**config.mk**
```make
export PLATFORM = sky130hd
export DESIGN_NAME = load_store_queue
export DESIGN_NICKNAME = d
export VERILOG_FILES = /design/src/rtl/load_store_queue.sv
export SDC_FILE = /design/constraint.sdc
export NUM_CORES = 2
export LEC_CHECK = 0
export ABC_AREA = 1
export ABC_CLOCK_PERIOD_IN_PS = 6000
export BUFFER_PORTS_ARGS = -buffer_cell sky130_fd_sc_hd__buf_2
export CAP_MARGIN = 5
export CORE_MARGIN = 2
export CORE_UTILIZATION = 40
export CTS_CLUSTER_DIAMETER = 100
export DETAILED_ROUTE_END_ITERATION = 8
export HOLD_SLACK_MARGIN = 0.05
export PLACE_DENSITY = 0.59
export SYNTH_ARGS = -nofsm -noshare
export SYNTH_HDL_FRONTEND = slang
export SYNTH_SLANG_ARGS = --single-unit
```
**constraint.sdc**
```tcl
create_clock -name clk -period 6 [get_ports clk]
set_input_delay 1.2 -clock clk [delete_from_list [all_inputs] [get_ports clk]]
set_output_delay 1.2 -clock clk [all_outputs]
set_load 0.05 [all_outputs]
```
**src/rtl/load_store_queue.sv**
```systemverilog
// load_store_queue: in-order memory-op queue for an out-of-order core.
// Entries are allocated at the tail, woken up by result broadcasts and
// issued strictly in order from the head (loads when the address is known
// and memory is ready, stores when the ROB commits them).
// Build option: define LSQ_MMIO_STRICT_EN to hold loads at or above
// MMIO_BASE until they are the oldest ROB entry and the IO path has room.
module load_store_queue #(
  parameter int          DEPTH     = 8,
  parameter int          CDB_N     = 2,
  parameter int          XLEN      = 32,
  parameter int          ROB_W     = 4,
  parameter logic [31:0] MMIO_BASE = 32'h30000
) (
  input  logic                   clk,
  input  logic                   rst,
  input  logic                   rdy,
  input  logic                   flush,
  input  logic                   alloc_valid,
  output logic                   alloc_ready,
  input  logic                   alloc_store,
  input  logic [2:0]             alloc_funct3,
  input  logic [ROB_W-1:0]       alloc_rob_id,
  input  logic                   alloc_q1_rdy,
  input  logic                   alloc_q2_rdy,
  input  logic [ROB_W-1:0]       alloc_q1,
  input  logic [ROB_W-1:0]       alloc_q2,
  input  logic [XLEN-1:0]        alloc_v1,
  input  logic [XLEN-1:0]        alloc_v2,
  input  logic [XLEN-1:0]        alloc_imm,
  input  logic [CDB_N-1:0]       cdb_valid,
  input  logic [CDB_N*ROB_W-1:0] cdb_tag,
  input  logic [CDB_N*XLEN-1:0]  cdb_data,
  input  logic                   commit_store,
  input  logic [ROB_W-1:0]       rob_head_id,
  input  logic                   io_full,
  input  logic                   mem_ready,
  output logic                   mem_req_valid,
  output logic                   mem_req_store,
  output logic [2:0]             mem_req_funct3,
  output logic [XLEN-1:0]        mem_req_addr,
  output logic [XLEN-1:0]        mem_req_data,
  output logic [ROB_W-1:0]       mem_req_id,
  output logic                   head_valid,
  output logic                   head_store,
  output logic [ROB_W-1:0]       head_id,
  output logic                   head_ready,
  output logic                   full,
  output logic                   empty,
  output logic [$clog2(DEPTH):0] count
);

  localparam int PW = $clog2(DEPTH);
  localparam int CW = PW + 1;

  logic [PW-1:0]    head, tail;
  logic [DEPTH-1:0] e_valid, e_store, e_addr_rdy, e_data_rdy;
  logic [2:0]       e_funct3 [DEPTH];
  logic [ROB_W-1:0] e_id     [DEPTH];
  logic [ROB_W-1:0] e_q1     [DEPTH];
  logic [ROB_W-1:0] e_q2     [DEPTH];
  logic [XLEN-1:0]  e_imm    [DEPTH];
  logic [XLEN-1:0]  e_addr   [DEPTH];
  logic [XLEN-1:0]  e_data   [DEPTH];

  // Any live broadcast carrying this tag?
  function automatic logic cdb_hit(input logic [ROB_W-1:0] tag);
    cdb_hit = 1'b0;
    for (int k = 0; k < CDB_N; k++)
      if (cdb_valid[k] && cdb_tag[k*ROB_W +: ROB_W] == tag) cdb_hit = 1'b1;
  endfunction

  // Value for this tag; scanning downwards lets the lowest channel win.
  function automatic logic [XLEN-1:0] cdb_val(input logic [ROB_W-1:0] tag);
    cdb_val = '0;
    for (int k = CDB_N - 1; k >= 0; k--)
      if (cdb_valid[k] && cdb_tag[k*ROB_W +: ROB_W] == tag)
        cdb_val = cdb_data[k*XLEN +: XLEN];
  endfunction

  logic [DEPTH-1:0] w1_hit, w2_hit;
  logic [XLEN-1:0]  w1_data [DEPTH];
  logic [XLEN-1:0]  w2_data [DEPTH];

  // Per-entry wakeup match against the broadcast bus.
  always_comb begin
    for (int i = 0; i < DEPTH; i++) begin
      w1_hit[i]  = cdb_hit(e_q1[i]);
      w1_data[i] = cdb_val(e_q1[i]);
      w2_hit[i]  = cdb_hit(e_q2[i]);
      w2_data[i] = cdb_val(e_q2[i]);
    end
  end

  logic            base_rdy, data_rdy;
  logic [XLEN-1:0] base_val, data_val;

  // Operands of the incoming op, including same-cycle broadcast bypass.
  // Loads carry no data operand, so their data side is born ready.
  always_comb begin
    base_rdy = alloc_q1_rdy || cdb_hit(alloc_q1);
    base_val = alloc_q1_rdy ? alloc_v1 : cdb_val(alloc_q1);
    data_rdy = !alloc_store || alloc_q2_rdy || cdb_hit(alloc_q2);
    data_val = alloc_q2_rdy ? alloc_v2 : cdb_val(alloc_q2);
  end

  logic mmio_ok;
`ifdef LSQ_MMIO_STRICT_EN
  assign mmio_ok = (e_addr[head] < XLEN'(MMIO_BASE)) ||
                   ((e_id[head] == rob_head_id) && !io_full);
`else
  assign mmio_ok = 1'b1;
  logic unused_mmio;
  assign unused_mmio = &{1'b0, rob_head_id, io_full, MMIO_BASE};
`endif

  logic load_go, store_go, issue, alloc_fire;

  assign head_valid  = e_valid[head];
  assign head_store  = e_store[head];
  assign head_id     = e_id[head];
  assign head_ready  = e_addr_rdy[head] && (!e_store[head] || e_data_rdy[head]);
  assign full        = (count == CW'(DEPTH));
  assign empty       = (count == '0);
  assign alloc_ready = !full;

  assign load_go    = head_valid && !e_store[head] && e_addr_rdy[head] && mem_ready && mmio_ok;
  assign store_go   = head_valid && e_store[head] && head_ready && commit_store;
  assign issue      = load_go || store_go;
  assign alloc_fire = alloc_valid && !full && !flush;

  // Queue state, wakeup, allocation and the registered memory request.
  always_ff @(posedge clk) begin
    if (rst) begin
      head           <= '0;
      tail           <= '0;
      count          <= '0;
      e_valid        <= '0;
      mem_req_valid  <= 1'b0;
      mem_req_store  <= 1'b0;
      mem_req_funct3 <= '0;
      mem_req_addr   <= '0;
      mem_req_data   <= '0;
      mem_req_id     <= '0;
    end else if (rdy) begin
      if (flush) begin
        e_valid       <= '0;
        count         <= '0;
        tail          <= head;
        mem_req_valid <= 1'b0;
      end else begin
        mem_req_valid <= issue;
        if (issue) begin
          mem_req_store  <= e_store[head];
          mem_req_funct3 <= e_funct3[head];
          mem_req_addr   <= e_addr[head];
          mem_req_data   <= e_store[head] ? e_data[head] : '0;
          mem_req_id     <= e_id[head];
          e_valid[head]  <= 1'b0;
          head           <= head + 1'b1;
        end
        for (int i = 0; i < DEPTH; i++) begin
          if (e_valid[i] && !e_addr_rdy[i] && w1_hit[i]) begin
            e_addr_rdy[i] <= 1'b1;
            e_addr[i]     <= w1_data[i] + e_imm[i];
          end
          if (e_valid[i] && !e_data_rdy[i] && w2_hit[i]) begin
            e_data_rdy[i] <= 1'b1;
            e_data[i]     <= w2_data[i];
          end
        end
        if (alloc_fire) begin
          e_valid[tail]    <= 1'b1;
          e_store[tail]    <= alloc_store;
          e_funct3[tail]   <= alloc_funct3;
          e_id[tail]       <= alloc_rob_id;
          e_q1[tail]       <= alloc_q1;
          e_q2[tail]       <= alloc_q2;
          e_imm[tail]      <= alloc_imm;
          e_addr_rdy[tail] <= base_rdy;
          e_addr[tail]     <= base_val + alloc_imm;
          e_data_rdy[tail] <= data_rdy;
          e_data[tail]     <= data_val;
          tail             <= tail + 1'b1;
        end
        count <= count + CW'(alloc_fire) - CW'(issue);
      end
    end
  end

endmodule

```
# After elaboration in Yosys (flattened, before gate mapping)
# Memory sizes are Yosys's and may differ from the RTL's. A register that Yosys moved wholly into a read port is not among the register bits.
# Cells that the tools add are included.
[op_classes]
n_bitwise = 5
order_cmp = 4
n_mux = 255
reduce_logical = 110
addsub = 13
eq_ne = 37
[ops]
columns = ["operator", "count"]
rows = [
  ["32-bit 2-to-1 mux", 39],
  ["32-bit adder", 9],
  ["1-bit 2-to-1 mux", 192],
  ["4-bit equality test", 36],
  ["1-bit logical AND", 79],
  ["8-bit 2-to-1 mux", 8],
  ["8-bit bitwise mux", 3],
  ["1-bit zero test", 20],
  ["3-bit 2-to-1 mux", 6],
  ["1-bit binary-select mux with 3-bit select", 4],
  ["8-bit bitwise AND", 1],
  ["3-bit by 4-bit < comparator with 1-bit output (second input constant)", 2],
  ["8-bit NOT", 1],
  ["8-bit OR", 1],
  ["3-bit by 1-bit adder with 3-bit output (second input constant)", 2],
  ["1-bit demux with 3-bit select", 2],
  ["3-bit by 1-bit greater-or-equal comparator with 1-bit output (second input constant)", 2],
  ["3-bit AND reduction", 2],
  ["1-bit logical OR", 5],
  ["4-bit by 1-bit adder with 4-bit output", 1],
  ["4-bit equality test (second input constant)", 1],
  ["4-bit zero test", 1],
  ["4-bit 2-to-1 mux", 1],
  ["4-bit AND reduction", 1],
  ["other kinds (4)", 5],
]
[word_totals]
inputBits = 200
word_cells = 442
memories = 7
mem_bits_rw = 888
reg_bits = 80
out_inout_bits = 87
[mem_list]
columns = ["memory", "words", "word_bits", "rd", "rd_clocked_by_memory_dff", "write_ports", "line", "text"]
rows = [
  ["e_addr", 8, 32, 1, 1, 9, "62", "logic [XLEN-1:0] e_addr [DEPTH];"],
  ["e_data", 8, 32, 1, 1, 9, "63", "logic [XLEN-1:0] e_data [DEPTH];"],
  ["e_imm", 8, 32, 8, 0, 1, "61", "logic [XLEN-1:0] e_imm [DEPTH];"],
  ["e_id", 8, 4, 1, 1, 1, "58", "logic [ROB_W-1:0] e_id [DEPTH];"],
  ["e_q1", 8, 4, 8, 0, 1, "59", "logic [ROB_W-1:0] e_q1 [DEPTH];"],
  ["e_q2", 8, 4, 8, 0, 1, "60", "logic [ROB_W-1:0] e_q2 [DEPTH];"],
  ["1 more memories", "-", "-", "-", "-", "-", "-", ""],
]

# Logic depth before layout (Yosys ltp)
[logic_depth]
word_depth = 15
ltp_mapped = 25
depth_no_buf = 22

# Least setup slack after synthesis
# Ideal clock, no wire load.
[synth_timing]
kind = "input -> register"
start = "in cdb_tag[5]"
end = "mem e_data[4][0] (enable)"
path_stages = 9
slack_ns = 0.823
required_ns = 5.530
arrival_ns = 4.708
setup_time_ns = 0.470
path_buffers = 3
cell_sequence = "buf_2 inv_2 buf_2 a221oi_1 nand3_1 clkbuf_1 nand2_1 nand2_1 o31ai_1"
[synth_rtl]
columns = ["item", "line", "text"]
rows = [
  ["from (decl)", "31", "input logic [CDB_N*ROB_W-1:0] cdb_tag,"],
  ["to (decl)", "63", ""],
]

==> flow_metrics.tcl <==
set metrics [dict create \
    yosysSeqAreaShare_pct 42.7 \
    p_leak_nw 30.8 \
    antenna_found_initial 40 \
    synth-edff-count 912 \
    synth_area_leader_cell "edfxtp_1" \
    design.core.area_sq_um 170000 \
    cts_buffers 121 \
    post-route-period-util_pct 82.0 \
    holdBufCountCts 0 \
    vias 70800 \
    grt_start_max_net_pins 85 \
    wl_um 359000 \
    nets 9477 \
    syn_to_final_growth_pct 13.7 \
    finalSetupViolations 0 \
    grt_usage_pct 39.9 \
    cts_buffer_depth 3 \
    cts_resized 0 \
    criticalPathCategory "in -> reg" \
    min_path_type "reg -> reg" \
    synth_cells 8776 \
    drive_above_1_share_pct 11.0 \
    synth_area_per_cell_sq_um 7.80 \
    synth_nets 9273 \
    clock_latency_ns 0.83 \
    dp_hpwl_um 272000 \
    clk_pin_slew_ns 0.06 \
    maxSlewHeadroom_pct 2.41 \
    final_common_cell "nand2_1" \
    cts-root-buf "clkbuf_16" \
    grt_remaining_overflow 0 \
    drv_cap 0 \
    rows 151 \
    portBuffers 281 \
    finalHoldViolCount 0 \
    vdd_drop_max_v 0.000252 \
    synth-seq-cells 1006 \
    p_per_area_nw_per_um2 228 \
    ioPinCount 287 \
    ctsHtreeMaxLevel 3 \
    wl_per_cell_um 31.6 \
    end_kind "flop" \
    drv_slew 0 \
    max_freq_mhz 203 \
    cp-start-kind "input pin" \
    worstPathMaxFanout 11 \
    fillCellCount 16900 \
    final_cell_mix "nand2_1, o21ai_0, edfxtp_1, a21oi_1, nand3_1" \
    totalPowerFinal_w 0.0178 \
    drtIter0Drc 10500 \
    ys_warn_count 0 \
    die_area_sq_um 175000 \
    cts_sinks 1006 \
    post_cts_buffers 0 \
    netlist_top_cells_area "edfxtp_1, o21ai_0, nand2_1" \
    holdWs_ns 0.455 \
    die_x_um 418 \
    cp.required_ns 6.55 \
    drtPass1Iterations 7 \
    die_h_um 418 \
    grt_pass1_vias 63300 \
    synth.distinct_cells 54 \
    arrival_ns 5.47 \
    worstMarginPinSlew_ns 1.46 \
    grt_pass1_wl_um 491000 \
    synthFlopType "edfxtp_1" \
    cts_tree "yes" \
    syn_area_sq_um 68500 \
    drc 0 \
    finClkSkew_ns 0.0702 \
    fin_tns_setup_ns 0 \
    min_period_ns 4.92 \
    synth-async-reset-ratio_pct 0 \
    gp_congestion 1.10 \
    status "finished, final reports clean" \
    start_util_pct 40.4 \
    rsz0062_at_grt "no" \
    ant_nets 0 \
    via_per_inst 6.24 \
    synth_top_area_share_pct 40.0 \
]
-- metal layers --
metal  GRT usage, %  up-vias  part of all wire, %
met5              0        -                0.020
met4           21.4       10                  6.3
met3           12.1      776                   12
met2           57.1     4552                   41
met1           53.6    33900                   40
li1               -    31500                    -
-- where the power goes --
group          internal [W]  total [W]  switching [W]  leakage, nW
Sequential          0.00766    0.00768      0.0000163         8.81
Combinational      0.000560    0.00229        0.00173         20.0
Clock               0.00446    0.00779        0.00333         1.99
Total                0.0127     0.0178        0.00508         30.8
-- worst max-delay path, stage by stage --
cell,delay (ns)
buf_2,0.20
inv_1,0.30
nor2_1,0.07
nor3_1,0.26
nand3_1,0.17
nand2_1,0.54
o21ai_0,0.20
a21oi_1,0.20
ha_1,0.20
inv_1,0.06
fa_1,0.43
o21ai_0,0.20
buf_4,0.16
nand2_1,0.05
nand2_1,0.19
nand3_1,0.11
nand2_1,0.34
nand2_1,0.11
nand2_1,0.09
nand2_1,0.05
nand3_1,0.19
nand2_1,0.08
-- registers in the layout, summed over array words and instances, names as in the netlist, 8 cells and up, named ones only --
register / flops
e_data_rdy: 8
e_store: 8
e_imm: 256
mem_req_addr: 32
mem_req_data: 32
e_id: 32
e_addr: 256
e_data: 256
e_q1: 32
e_valid: 8
e_q2: 32
e_addr_rdy: 8
e_funct3: 24
-- cell type report --
class / instances / area, sq um / share of cell area, %
Antenna cell: 34 / 85.1 / 0.109
Clock buffer: 167 / 3390 / 4.36
Clock inverter: 64 / 704 / 0.904
Inverter: 606 / 2290 / 2.94
Multi-Input combinational cell: 6631 / 35000 / 44.9
Sequential cell: 1006 / 29300 / 37.6
Tap cell: 2218 / 2780 / 3.56
Timing Repair Buffer: 614 / 4360 / 5.60
-- cell families after synthesis --
kind of cell | Yosys count | synth area share, %
AOI/OAI and AO/OA | 2785 | 21.9
adders and majority gates | 297 | 5.54
DFF | 1006 | 42.7
muxes | 4 | 0.0585
xor gates and xnor gates | 103 | 1.32
buffers and inverters | 1139 | 6.59
and+or+nand+nor | 3442 | 21.8
-- stage by stage --
stage,instances,util (%),setup WS (ns),instance area (sq um)
detailed placement,11100,43.4,0.456,73700
global placement,11100,43.4,0.485,73700
floorplan,8776,-,0.823,68500
CTS,11300,45.9,1.27,77800
global route,11300,45.9,0.890,77800
finish,11300,45.9,1.08,77900
-- synthesized netlist by cell type, types with 3 or more instances --
cell type	number
mux2i_1	4
nor2_2	3
o211ai_2	29
o31ai_1	17
dfxtp_1	94
buf_1	53
a31oi_1	14
nand3_1	831
inv_2	8
nand3_2	13
nand3b_1	68
a221oi_1	21
nor4_1	17
xor2_1	61
buf_6	13
a21oi_1	854
o21a_1	24
nand2_2	6
o21bai_1	31
o2111ai_1	6
clkinv_1	10
buf_2	70
buf_4	7
clkbuf_1	388
xnor2_1	42
nor3_1	70
and2_1	6
or2_2	87
nor2_1	635
nand4_1	77
o221ai_1	32
a21o_1	47
a211oi_1	15
a22oi_1	23
edfxtp_1	912
nand2_1	1618
o211ai_1	49
ha_1	287
o21ai_0	1464
inv_1	587
fa_1	10
o21ai_1	69
o22ai_1	89
-- worst paths after layout --
path	from	depth (start not counted)	slack [ns]	end
worst max register to register	e_q1[0][0]	22	1.50	e_addr[0][22]
worst max-delay path	cdb_tag[6]	22	1.08	e_addr[4][22]
worst min register to register	mem_req_addr[22]	2	0.46	mem_req_addr[22]
worst min-delay path	mem_req_addr[22]	2	0.46	mem_req_addr[22]
No activity file was read; power rests on OpenSTA's default activity.
